$ cat src/rtl/gate_truth_table_probe_if.sv
// Bundle of signals between the truth-table probe and its surroundings.
// The master side is the probe itself: it drives the gate inputs and reports
// the result; the slave side is the environment that starts runs and hosts
// the gate under probe.
// Optional: GATE_PROBE_ERRCNT_EN adds the 8-bit err_count result signal.

interface gate_truth_table_probe_if;

  logic       start;
  logic       dut_out;
  logic       drv_in0;
  logic       drv_in1;
  logic       busy;
  logic       done;
  logic [3:0] table_out;
  logic       match;
`ifdef GATE_PROBE_ERRCNT_EN
  logic [7:0] err_count;
`endif

`ifdef GATE_PROBE_ERRCNT_EN
  modport master (
    input  start,
    input  dut_out,
    output drv_in0,
    output drv_in1,
    output busy,
    output done,
    output table_out,
    output match,
    output err_count
  );

  modport slave (
    output start,
    output dut_out,
    input  drv_in0,
    input  drv_in1,
    input  busy,
    input  done,
    input  table_out,
    input  match,
    input  err_count
  );
`else
  modport master (
    input  start,
    input  dut_out,
    output drv_in0,
    output drv_in1,
    output busy,
    output done,
    output table_out,
    output match
  );

  modport slave (
    output start,
    output dut_out,
    input  drv_in0,
    input  drv_in1,
    input  busy,
    input  done,
    input  table_out,
    input  match
  );
`endif

endinterface

$ cat src/rtl/gate_truth_table_probe.sv
// Truth-table probe for a 2-input combinational gate.
// Walks {in1,in0} through 00, 01, 10, 11, holds each combination for
// SETTLE_CYCLES cycles, samples the gate output on the last cycle of each
// hold, and compares the collected 4-bit table against EXPECTED.
// Optional: define GATE_PROBE_ERRCNT_EN to add a saturating count of
// mismatching runs (err_count on the interface), cleared only by reset.
// SETTLE_CYCLES legal range is 1..255 (the settle counter is 8 bits wide).

module gate_truth_table_probe #(
  parameter int unsigned SETTLE_CYCLES = 1,
  parameter logic [3:0]  EXPECTED      = 4'b1110
) (
  input logic                      clk,
  input logic                      rst_n,
  gate_truth_table_probe_if.master bus
);

  localparam logic [1:0] StIdle  = 2'd0;
  localparam logic [1:0] StDrive = 2'd1;
  localparam logic [1:0] StDone  = 2'd2;

  // Counter value on which the current combination is sampled.
  localparam logic [7:0] SettleLast = 8'(SETTLE_CYCLES - 1);

  logic [1:0] state_q, state_d;
  logic [1:0] idx_q, idx_d;
  logic [7:0] cnt_q, cnt_d;
  logic       drv0_q, drv0_d;
  logic       drv1_q, drv1_d;
  logic       busy_q, busy_d;
  logic       done_q, done_d;
  logic [3:0] table_q, table_d;
  logic       match_q, match_d;
`ifdef GATE_PROBE_ERRCNT_EN
  logic [7:0] err_q, err_d;
`endif

  // Helpers for the sampling edge.
  logic       sample_now;
  logic [3:0] table_smp;
  logic [1:0] idx_nxt;

  assign sample_now = (cnt_q == SettleLast);
  assign idx_nxt    = idx_q + 2'd1;

  // Table as it will look after the current sample is written in; used so the
  // match flag on entry to DONE already includes the final bit.
  always_comb begin
    table_smp         = table_q;
    table_smp[idx_q]  = bus.dut_out;
  end

  // Next-state and registered-output logic.
  always_comb begin
    state_d = state_q;
    idx_d   = idx_q;
    cnt_d   = cnt_q;
    drv0_d  = drv0_q;
    drv1_d  = drv1_q;
    busy_d  = busy_q;
    done_d  = done_q;
    table_d = table_q;
    match_d = match_q;
`ifdef GATE_PROBE_ERRCNT_EN
    err_d   = err_q;
`endif

    case (state_q)
      StIdle, StDone: begin
        // A run starts from a clean slate whether or not a result is held.
        if (bus.start) begin
          state_d = StDrive;
          idx_d   = 2'd0;
          cnt_d   = 8'd0;
          drv0_d  = 1'b0;
          drv1_d  = 1'b0;
          busy_d  = 1'b1;
          done_d  = 1'b0;
          table_d = 4'b0000;
          match_d = 1'b0;
        end
      end

      StDrive: begin
        // start is deliberately not looked at here: runs are never extended.
        if (sample_now) begin
          cnt_d   = 8'd0;
          table_d = table_smp;
          if (idx_q == 2'd3) begin
            state_d = StDone;
            busy_d  = 1'b0;
            done_d  = 1'b1;
            drv0_d  = 1'b0;
            drv1_d  = 1'b0;
            match_d = (table_smp == EXPECTED);
`ifdef GATE_PROBE_ERRCNT_EN
            if ((table_smp != EXPECTED) && (err_q != 8'hFF)) begin
              err_d = err_q + 8'd1;
            end
`endif
          end else begin
            idx_d  = idx_nxt;
            drv0_d = idx_nxt[0];
            drv1_d = idx_nxt[1];
          end
        end else begin
          cnt_d = cnt_q + 8'd1;
        end
      end

      default: begin
        // Unreachable encoding: fall back to a quiet idle.
        state_d = StIdle;
        idx_d   = 2'd0;
        cnt_d   = 8'd0;
        drv0_d  = 1'b0;
        drv1_d  = 1'b0;
        busy_d  = 1'b0;
        done_d  = 1'b0;
        table_d = 4'b0000;
        match_d = 1'b0;
      end
    endcase
  end

  // State and output registers; synchronous reset discards any partial run.
  always_ff @(posedge clk) begin
    if (!rst_n) begin
      state_q <= StIdle;
      idx_q   <= 2'd0;
      cnt_q   <= 8'd0;
      drv0_q  <= 1'b0;
      drv1_q  <= 1'b0;
      busy_q  <= 1'b0;
      done_q  <= 1'b0;
      table_q <= 4'b0000;
      match_q <= 1'b0;
    end else begin
      state_q <= state_d;
      idx_q   <= idx_d;
      cnt_q   <= cnt_d;
      drv0_q  <= drv0_d;
      drv1_q  <= drv1_d;
      busy_q  <= busy_d;
      done_q  <= done_d;
      table_q <= table_d;
      match_q <= match_d;
    end
  end

`ifdef GATE_PROBE_ERRCNT_EN
  // Mismatch counter survives new runs; only reset clears it.
  always_ff @(posedge clk) begin
    if (!rst_n) begin
      err_q <= 8'd0;
    end else begin
      err_q <= err_d;
    end
  end

  assign bus.err_count = err_q;
`endif

  assign bus.drv_in0   = drv0_q;
  assign bus.drv_in1   = drv1_q;
  assign bus.busy      = busy_q;
  assign bus.done      = done_q;
  assign bus.table_out = table_q;
  assign bus.match     = match_q;

  // Running and holding a result are mutually exclusive.
  assert property (@(posedge clk) disable iff (!rst_n) !(busy_q && done_q));

  // Gate inputs are only ever non-zero during a run.
  assert property (@(posedge clk) disable iff (!rst_n) (drv0_q || drv1_q) |-> busy_q);

endmodule

$ cat src/flat_wrapper.sv
// flat-port wrapper written by rule: the top's interface ports become plain ports
module gate_truth_table_probe_flat 
#(
  parameter int unsigned SETTLE_CYCLES = 1,
  parameter logic [3:0]  EXPECTED      = 4'b1110
)
  (clk, rst_n, bus_start, bus_dut_out, bus_drv_in0, bus_drv_in1, bus_busy, bus_done, bus_table_out, bus_match);
  gate_truth_table_probe_if bus_i ();
  input logic clk;
  input logic rst_n;
  input wire logic [$bits(bus_i.start)-1:0] bus_start;
  input wire logic [$bits(bus_i.dut_out)-1:0] bus_dut_out;
  output wire logic [$bits(bus_i.drv_in0)-1:0] bus_drv_in0;
  output wire logic [$bits(bus_i.drv_in1)-1:0] bus_drv_in1;
  output wire logic [$bits(bus_i.busy)-1:0] bus_busy;
  output wire logic [$bits(bus_i.done)-1:0] bus_done;
  output wire logic [$bits(bus_i.table_out)-1:0] bus_table_out;
  output wire logic [$bits(bus_i.match)-1:0] bus_match;
  assign bus_i.start = bus_start;
  assign bus_i.dut_out = bus_dut_out;
  assign bus_drv_in0 = bus_i.drv_in0;
  assign bus_drv_in1 = bus_i.drv_in1;
  assign bus_busy = bus_i.busy;
  assign bus_done = bus_i.done;
  assign bus_table_out = bus_i.table_out;
  assign bus_match = bus_i.match;
  gate_truth_table_probe #(.SETTLE_CYCLES(SETTLE_CYCLES), .EXPECTED(EXPECTED)) u_core (.clk(clk), .rst_n(rst_n), .bus(bus_i));
endmodule
$ cat config.mk
export PLATFORM = sky130hd
export DESIGN_NAME = gate_truth_table_probe_flat
export DESIGN_NICKNAME = d
export VERILOG_FILES = /design/src/rtl/gate_truth_table_probe_if.sv /design/src/rtl/gate_truth_table_probe.sv /design/src/flat_wrapper.sv
export SDC_FILE = /design/constraint.sdc
export NUM_CORES = 1
export LEC_CHECK = 0
export BUFFER_PORTS_ARGS = -buffer_cell sky130_fd_sc_hd__buf_4
export CAP_MARGIN = 0
export CORE_UTILIZATION = 45
export CTS_CLUSTER_SIZE = 20
export DETAILED_ROUTE_END_ITERATION = 8
export HOLD_SLACK_MARGIN = 0.1
export REMOVE_ABC_BUFFERS = 1
export SYNTH_ARGS = -nofsm -noshare
export SYNTH_HDL_FRONTEND = slang
export SYNTH_SLANG_ARGS = --single-unit
$ cat constraint.sdc
create_clock -name clk -period 1.8 [get_ports clk]
set_input_delay 0.09 -clock clk [delete_from_list [all_inputs] [get_ports clk]]
set_output_delay 0.09 -clock clk [all_outputs]
set_load 0.05 [all_outputs]
==> Yosys cells after proc, flatten, opt, wreduce, memory -nomap -nowiden <==
Index checks and enable logic that the tools add are counted.
{ "op_classes": {"n_addsub": 2, "magnitude_cmp": 2, "eq_ne": 8, "n_mux": 34, "n_reduce_logical": 7} }
{ "op_table": {"columns": ["operator", "count"], "rows": [
  ["2-to-1 mux 8 bit", 2],
  ["case mux 8 bit (2 select lines)", 1],
  ["2-to-1 mux 1 bit", 13],
  ["2-to-1 mux 2 bit", 6],
  ["case mux 1 bit (2 select lines)", 5],
  ["adder 8 x 1 -> 8 bit (second input constant)", 1],
  ["zero test 8 bit", 1],
  ["2-to-1 mux 4 bit", 2],
  ["case mux 2 bit (2 select lines)", 2],
  ["case mux 4 bit (2 select lines)", 1],
  ["AND reduction 3 bit", 2],
  ["bitwise mux 4 bit", 1],
  ["== test 2 bit (second input constant)", 2],
  ["== test 4 bit (second input constant)", 1],
  ["inequality test 2 x 1 -> 1 bit (second input constant)", 2],
  ["inequality test 2 bit (second input constant)", 2],
  ["< comparator 2 x 3 -> 1 bit (second input constant)", 1],
  ["adder 2 x 1 -> 2 bit (second input constant)", 1],
  ["demux 1 bit (select 2 bit)", 1],
  ["== test 2 x 1 -> 1 bit (second input constant)", 1],
  ["greater-or-equal comparator 2 x 1 -> 1 bit (second input constant)", 1],
  ["zero test 2 bit", 1],
  ["AND reduction 2 bit", 1],
  ["OR reduction 2 bit", 1],
  ["logical AND 1 bit", 1]
]} }
{ "totals": {"regBits": 21, "output_inout_bits": 9, "wordCells": 62} }

==> Depth between registers and ports, before layout <==
Gate-level depths: netlist of run 1.
{ "depth": {"word_depth": 9, "mapped_depth": 7, "ltp_nobuf": 6} }

==> Worst setup path after synthesis of run 1 <==
No wires, ideal clock.
{ "synth_path": {"path_type": "flip-flop to flip-flop", "start": "register u_core.cnt_q[0]", "end": "register u_core.cnt_q[6]", "setup_ns": 0.062, "arrival_ns": 1.577, "required_time_ns": 1.738, "path_slack_ns": 0.161, "stages_incl_launch_ff": 8, "path_buffers": 1, "path_cell_list": "dfxtp_1 -> inv_1 -> ha_1 -> nor4b_2 -> and2_1 -> buf_6 -> or4_1 -> nand3_1"} }
{ "synth_between": {"elab_chain_len": 3, "elab_cells_between_ends": 4, "cone_classes": "add/sub: 1; mux: 2; reduce/logical: 1"} }
{ "synth_rtl": {"columns": ["element", "line", "source"], "rows": [
  ["start: declaration", "gate_truth_table_probe.sv:27", "logic [7:0] cnt_q, cnt_d;"],
  ["start signal: assignment", "gate_truth_table_probe.sv:141", "cnt_q <= cnt_d;"],
  ["adder 8 x 1 -> 8 bit / zero test 8 bit (equally long branches)", "gate_truth_table_probe.sv:107, gate_truth_table_probe.sv:43", null],
  ["2-to-1 mux 8 bit *", "gate_truth_table_probe.sv:86", "if (sample_now) begin"],
  ["case mux 8 bit (2 select lines) *", "gate_truth_table_probe.sv:68", "case (state_q)"]
]} }
Mark *: on every way between the ends. The rest lies on a longest branch, timed or not.
A chain may end at the register's enable or synchronous reset.

==> Worst setup path after layout of run 1 <==
Same ends and word-level chain as after synthesis.

==> results of run 1 <==
[per-layer routing]
metal	part of all wire [%]	global-route usage [%]	vias up	wire length [um]
li1	-	-	477	-
met1	52	27.65	424	1192
met2	44	30.34	10	1004
met3	2.6	6.140	2	60
met4	0.62	4.054	0	14
met5	0	0	-	0
[worst min-delay path: cells and delay by family]
kind,cells,cell delay (ns)
AO/OA/AOI/OAI,1,0.13
AND/OR/NAND/NOR,2,0.09
buffers and inverters,1,0.09
[layout make-up]
| type | instances | area, um^2 | share of cell area, % |
|---|---|---|---|
| well taps | 28 | 35.03 | 2.775 |
| clock buffers | 4 | 36.28 | 2.874 |
| flip-flops and latches | 20 | 400.4 | 31.71 |
| multi-input cells | 92 | 663.1 | 52.53 |
| inverters | 6 | 22.52 | 1.784 |
| repair buffers | 14 | 105.1 | 8.325 |
[cell usage in the layout, fill, tap and decap left out, drive strengths merged]
cell type / synthesis / layout
a22o: 1 / 1
mux2i: 7 / 7
nand4b: 6 / 6
or4: 1 / 1
or2b: 1 / 1
a22oi: 3 / 3
nand3: 16 / 16
nor4b: 1 / 1
mux2: 1 / 1
a31oi: 3 / 3
buf: 2 / 14
nor3: 2 / 2
and2b: 1 / 1
o31a: 1 / 1
nand2b: 1 / 1
and2: 2 / 2
or2: 1 / 1
o221ai: 1 / 1
ha: 6 / 6
a21o: 2 / 2
nand4: 1 / 1
nor2: 8 / 8
a32o: 3 / 3
and4: 1 / 1
clkbuf: 5 / 4
o311a: 1 / 1
o21ai: 1 / 1
or3: 1 / 1
nor3b: 2 / 2
inv: 6 / 6
a21oi: 3 / 3
and3: 1 / 1
nand2: 6 / 6
dfxtp: 20 / 20
nor2b: 7 / 7
[power groups by stage]
stage,clock network (mW),logic [mW],registers (mW)
5_1_grt,0.301,0.151,0.464
3_5_place_dp,0,0.136,0.472
3_3_place_gp,0,0.136,0.471
2_1_floorplan,0,0.0739,0.490
4_1_cts,0.274,0.137,0.462
6_report,0.263,0.137,0.462
[through the flow]
stage	cells	util [%]
after floorplan	118	-
after global placement	160	53.82
after detailed placement	160	53.82
after CTS	164	55.42
after global routing	164	55.47
final	164	55.47
[kinds of logic after synthesis]
group                    after synthesis  synth area share (%)
multiplexers                           8                 7.263
AO/OA/AOI/OAI                         19                 14.19
adder cells (fa/ha/maj)                6                 6.704
AND/OR/NAND/NOR                       59                 30.95
buffers and inverters                 13                 5.139
flip-flops                            20                 35.75
[sequential cells by signal, indices dropped and copies added (netlist names)]
register and cells:
u_core.bus.busy 1, u_core.bus.match 1, u_core.bus.drv_in0 1, u_core.idx_q 2
u_core.bus.drv_in1 1, u_core.bus.table_out 4, u_core.cnt_q 8, u_core.bus.done 1
u_core.state_q 1
[final timing paths]
kind                    startpoint               end  slack [ns]  cells after the start
setup / recovery   u_core.cnt_q[0]   u_core.cnt_q[6]        0.09                      6
hold / removal           bus_start   u_core.bus.done        0.13                      4
setup reg to reg   u_core.cnt_q[0]   u_core.cnt_q[6]        0.09                      6
hold reg to reg   u_core.bus.match  u_core.bus.match        0.47                      2
==> out/results.md, run 1 <==
* 49.20% — effective utilization at floorplan
* 0.30 ns — insertion delay of the later-clocked pin in the worst-skew pair
* dfxtp_1 — most frequently used cell type in the post-synthesis netlist
* 1.706 ns — min cycle time layout
* 0.5110 nW — leakage power total
* 0.12 ns — clock transition at the register clock pins on the worst setup and hold paths after CTS
* 0.3496 ns — transition time at the pin with the least slew margin
* 12.74% — Syn-to-layout area delta
* 0 — final max-slew violation count
* 26.95% — Sw Ratio
* dfxtp_1 — Most used DFF post-synth
* 15.9% — Combinational Power Share
* false — unrepaired setup endpoints after global routing
* 1558 um — HPWL after DPL
* 0 — count of synthesis-stage warnings from yosys
* 35.75% — register area share after synthesis
* completed — result of the run
* 2272 um — aggregate routed wire length
* 35.75% — area share of the largest cell type after synthesis
* 0.09404 ns — Worst Setup Slack, final
* 9 — largest driver fanout on the critical path
* 4 — Pre-antenna DRT Iters
* 94.78% — post-route clock period utilization
* dfxtp_1 — largest area contributor in the netlist
* 20 — Seq cells post-synth
* 0 — antenna violations before repair
* or4_1 — slowest cell on the critical path
* 887 — number of global-route vias before repair
* 0 ns — sum of negative setup slack
* 13.85 um — WL/cell
* 0.007696 ns — Worst Skew
* 777.3 uV — Max rail drop VDD
* 8.959 um^2 — average size of a mapped cell
* simple AND/OR/NAND/NOR gates — cell family with the largest share of critical-path delay
* 3953 um — first-pass GRT wire length
* 0.8614 mW — Overall Power
* 19.12% — fraction of final layout cells sized beyond drive strength 1
* 5.567 — vias per inst
* 1.96 ns — endpoint arrival time on the critical path
* 1 — Buffers & Inverters on Critical Path
* 0 — setup violation total in the final timing report
* in -> reg — Hold WC Path Type
* 0.001262 mm^2 — final cell area excluding filler cells
* reg -> reg — start-to-end type of the worst setup path
* 0.002692 mm^2 — Total Die Area
* 0.6293 mW — Pint
* 0.7652 — gp weighted congestion
* 12 — number of buffers inserted by port buffering
* 17 — count of standard-cell rows
* 0 — total grt overflow
* yes — clock tree from TritonCTS
* 3 — number of buffers inserted during clock tree synthesis
* 0 — Post-CTS Resized
* 0.53 ns — slowest stage delay, CP
* dfxtp_1, nand3_1, nor2_1, mux2i_1, nor2b_1 — most numerous cell types in the synthesized netlist
* 0.08449 ns — worst slack after detailed placement
* 18 — drt initial violations
* 2.05 ns — endpoint required time on the critical path
* 76.70% — tightest slew margin relative to the limit
* 30.5% — Clk pwr share
* 125 — synthesized netlist cell count
* 13 — top-level port count
* 0.001120 mm^2 — area of the mapped netlist
* 38 — number of distinct library cells after synthesis
* 0 — antenna violation net count after detailed routing
* 0.002276 mm^2 — Core Region
* 0.1322 ns — worst hold margin
* 913 — routed via count
* 0.2321 mW — net switching power
* 20 — Sink Count
* 53.6% — power share of the sequential group
* 586.2 MHz — f_max
* 0 — Post-synth EDFFs
* dfxtp_1, nand3_1, ha_1, mux2i_1, nand4b_1 — top post-synthesis cells by area
* 0.001225 mm^2 — area after detailed placement
* 147 — # nets final
* register — nature of the critical path startpoint
* inv_1 -> ha_1 -> nor4b_2 -> and2_2 -> or4_1 -> nand3_1 — crit-path cells
* 51.89 um — die extent in y
* 0 — Antenna diodes
* 682.4 mW/mm^2 — power density over the cells
* 0 — number of max-capacitance violations reported
* 0 — hold-fix buffer count after cts
* 0 — post-CTS setup buffer count
* 2 — Longest Clk Path Bufs
* 0% — fraction of synthesis flops using an asynchronous set or reset pin
* clkbuf_4 — CTS Root Cell
* register — CP Capture Type
* 51.89 um — Die X-Extent
* 19.99% — overall routing resource usage
* 0 — drc violations
* 220 — number of inserted filler cells in the final layout
* 0 — final hold violation count
* 33 — largest net degree at the start of global routing
* 1 — H-tree levels
No activity file was read; power rests on OpenSTA's default activity.
==> inputs of run 2 (changes only) <==
CORE_MARGIN = 2   (was not set)
PLACE_DENSITY = 0.67   (was not set)
clock period = 1.4 ns   (was 1.8 ns; I/O delays follow)
==> run 2 against run 1 <==
- via count up 16%
- count of clock-buffer cells in the layout did not move
- wire length grew 28%
- first-iteration DRC count increased by 56%
- global-route usage rose by 2.3 points
- the run now ends with setup timing left
- core utilization is 12 points higher
- non-clock buffer count increased by 26
- sequential power rose by 29%
- highest routed layer unchanged
==> out/results.md, run 2 (synthesized netlist as in run 1, its figures left out) <==
* 0.002904 mm^2 — Total Die Area
* setup timing — violations in the final reports
* 0 — final max-slew violation count
* 183 — number of inserted filler cells in the final layout
* 0.4174 ns — transition time at the pin with the least slew margin
* yes — clock tree from TritonCTS
* 20 — Sink Count
* 2915 um — aggregate routed wire length
* 46.47% — effective utilization at floorplan
* 1.64 ns — endpoint required time on the critical path
* 28 — drt initial violations
* 0.6674 nW — leakage power total
* 0.1425 ns — worst hold margin
* register — CP Capture Type
* 108.4% — post-route clock period utilization
* buf_4 — most frequent standard cell in the layout excluding fill and tap cells
* 0.01133 ns — Worst Skew
* register — nature of the critical path startpoint
* 3 — number of buffers inserted during clock tree synthesis
* mux2i_1 — cell type with the highest occurrence count on the critical path
* 0 — final hold violation count
* flip-flops — cell family with the largest share of critical-path delay
* in -> reg — Hold WC Path Type
* 4685 um — first-pass GRT wire length
* -1.150 ns — sum of negative setup slack
* 0.13 ns — clock transition at the register clock pins on the worst setup and hold paths after CTS
* 5.521 — vias per inst
* 17 — setup violation total in the final timing report
* inv_4 -> ha_4 -> mux2i_1 -> o221ai_1 -> or3_4 -> mux2i_1 — crit-path cells
* 28 — largest net degree at the start of global routing
* 18 — count of standard-cell rows
* 0 — number of max-capacitance violations reported
* 518.2 uV — Max rail drop VDD
* dfxtp_4 — slowest cell on the critical path
* reg -> reg — start-to-end type of the worst setup path
* 0 — total grt overflow
* clkbuf_4 — CTS Root Cell
* 1.517 ns — min cycle time layout
* 12 — number of buffers inserted by port buffering
* 72.07% — tightest slew margin relative to the limit
* 4 — largest driver fanout on the critical path
* 22.27% — overall routing resource usage
* u_core.cnt_q — register with the most flip-flops
* 722.5 mW/mm^2 — power density over the cells
* 0 — antenna violations before repair
* 0 — antenna violation net count after detailed routing
* 53.89 um — die extent in y
* 45.68% — fraction of final layout cells sized beyond drive strength 1
* 659.2 MHz — f_max
* 0.7598 — gp weighted congestion
* 1 — Buffers & Inverters on Critical Path
* -0.1171 ns — Worst Setup Slack, final
* 0.30 ns — insertion delay of the later-clocked pin in the worst-skew pair
* 2 — Longest Clk Path Bufs
* true — unrepaired setup endpoints after global routing
* 1060 — routed via count
* 53.89 um — Die X-Extent
* 13 — top-level port count
* 0.002410 mm^2 — Core Region
* 1 — H-tree levels
* 1919 um — HPWL after DPL
* 44.58% — Syn-to-layout area delta
* 1085 — number of global-route vias before repair
* 8 — max FFs per register
* 0 — Antenna diodes
* 0 — drc violations
* 1.76 ns — endpoint arrival time on the critical path
* 173 — # nets final
* complete, but fails checks — result of the run
* buf_4, dfxtp_1, nand3_1 — commonest non-fill, non-tap cells in the layout
* 4 — Pre-antenna DRT Iters
* 15.18 um — WL/cell
* 0.42 ns — slowest stage delay, CP
run 2: changes by cell type in the layout (fill, tap and decap cells not counted), moves of 4 or more:
cell / delta
ha_4: +4
buf_6: +5
ha_1: -5
inv_1: -4
buf_4: +20
dfxtp_1: -4
run 2: power by group:
part	internal, mW	total, mW	switching [mW]
clock network	0.158	0.342	0.184
logic	0.102	0.231	0.130
registers	0.581	0.596	0.0151
total	0.841	1.17	0.329
run 2: metal layers:
layer / share of wire, % / track usage (%) / wire length [um]
met1: 46 / 29.69 / 1328
met2: 50 / 37.40 / 1459
met3: 3.8 / 2.500 / 112
met4: 0.51 / 6.838 / 15
met5: 0 / 0 / 0
run 2: final timing paths:
| path | to | cells past startpoint | slack, ns | startpoint |
|---|---|---|---|---|
| worst max-delay path | u_core.bus.match | 6 | -0.12 | u_core.idx_q[1] |
| worst min-delay path | u_core.bus.done | 4 | 0.14 | bus_start |
| worst max register to register | u_core.bus.match | 6 | -0.12 | u_core.idx_q[1] |
| worst min register to register | u_core.bus.drv_in1 | 2 | 0.47 | u_core.bus.drv_in1 |
run 2: final cells by class:
type	count	area, um^2	share of cell area (%)
multi-input cells	92	785.8	48.53
flip-flops and latches	20	410.4	25.35
inverters	6	27.53	1.700
clock buffers	4	36.28	2.241
well taps	30	37.54	2.318
repair buffers	40	321.6	19.86
run 2: through the flow:
| stage | utilization (%) | instance area, um^2 | std cells | power (mW) | setup WS, ns |
|---|---|---|---|---|---|
| detailed placement | 57.17 | 1378 | 182 | 0.8029 | -0.2882 |
| global route | 67.19 | 1619 | 192 | 1.224 | -0.2132 |
| finish | 67.19 | 1619 | 192 | 1.170 | -0.1171 |
| global placement | 57.17 | 1378 | 182 | 0.7983 | -0.2253 |
| CTS | 63.76 | 1536 | 190 | 1.164 | -0.07861 |
| floorplan | - | 1085 | 118 | 0.7247 | -0.3110 |
run 2: repair_timing:
| item | CTS | global route |
|---|---|---|
| hold buffers | 1 | 0 |
| buffers inserted | 3 | 2 |
| pin swaps | 10 | 5 |
| endpoints found under the setup margin | 20 | 19 |
| gates resized for setup | 28 | 14 |
| endpoints found under the hold margin | 3 | 0 |
run 2: worst min-delay path, cell delays in order:
cell and delay (ns):
buf_4 0.10, nor3b_1 0.04, a31oi_1 0.15, nor2b_1 0.05
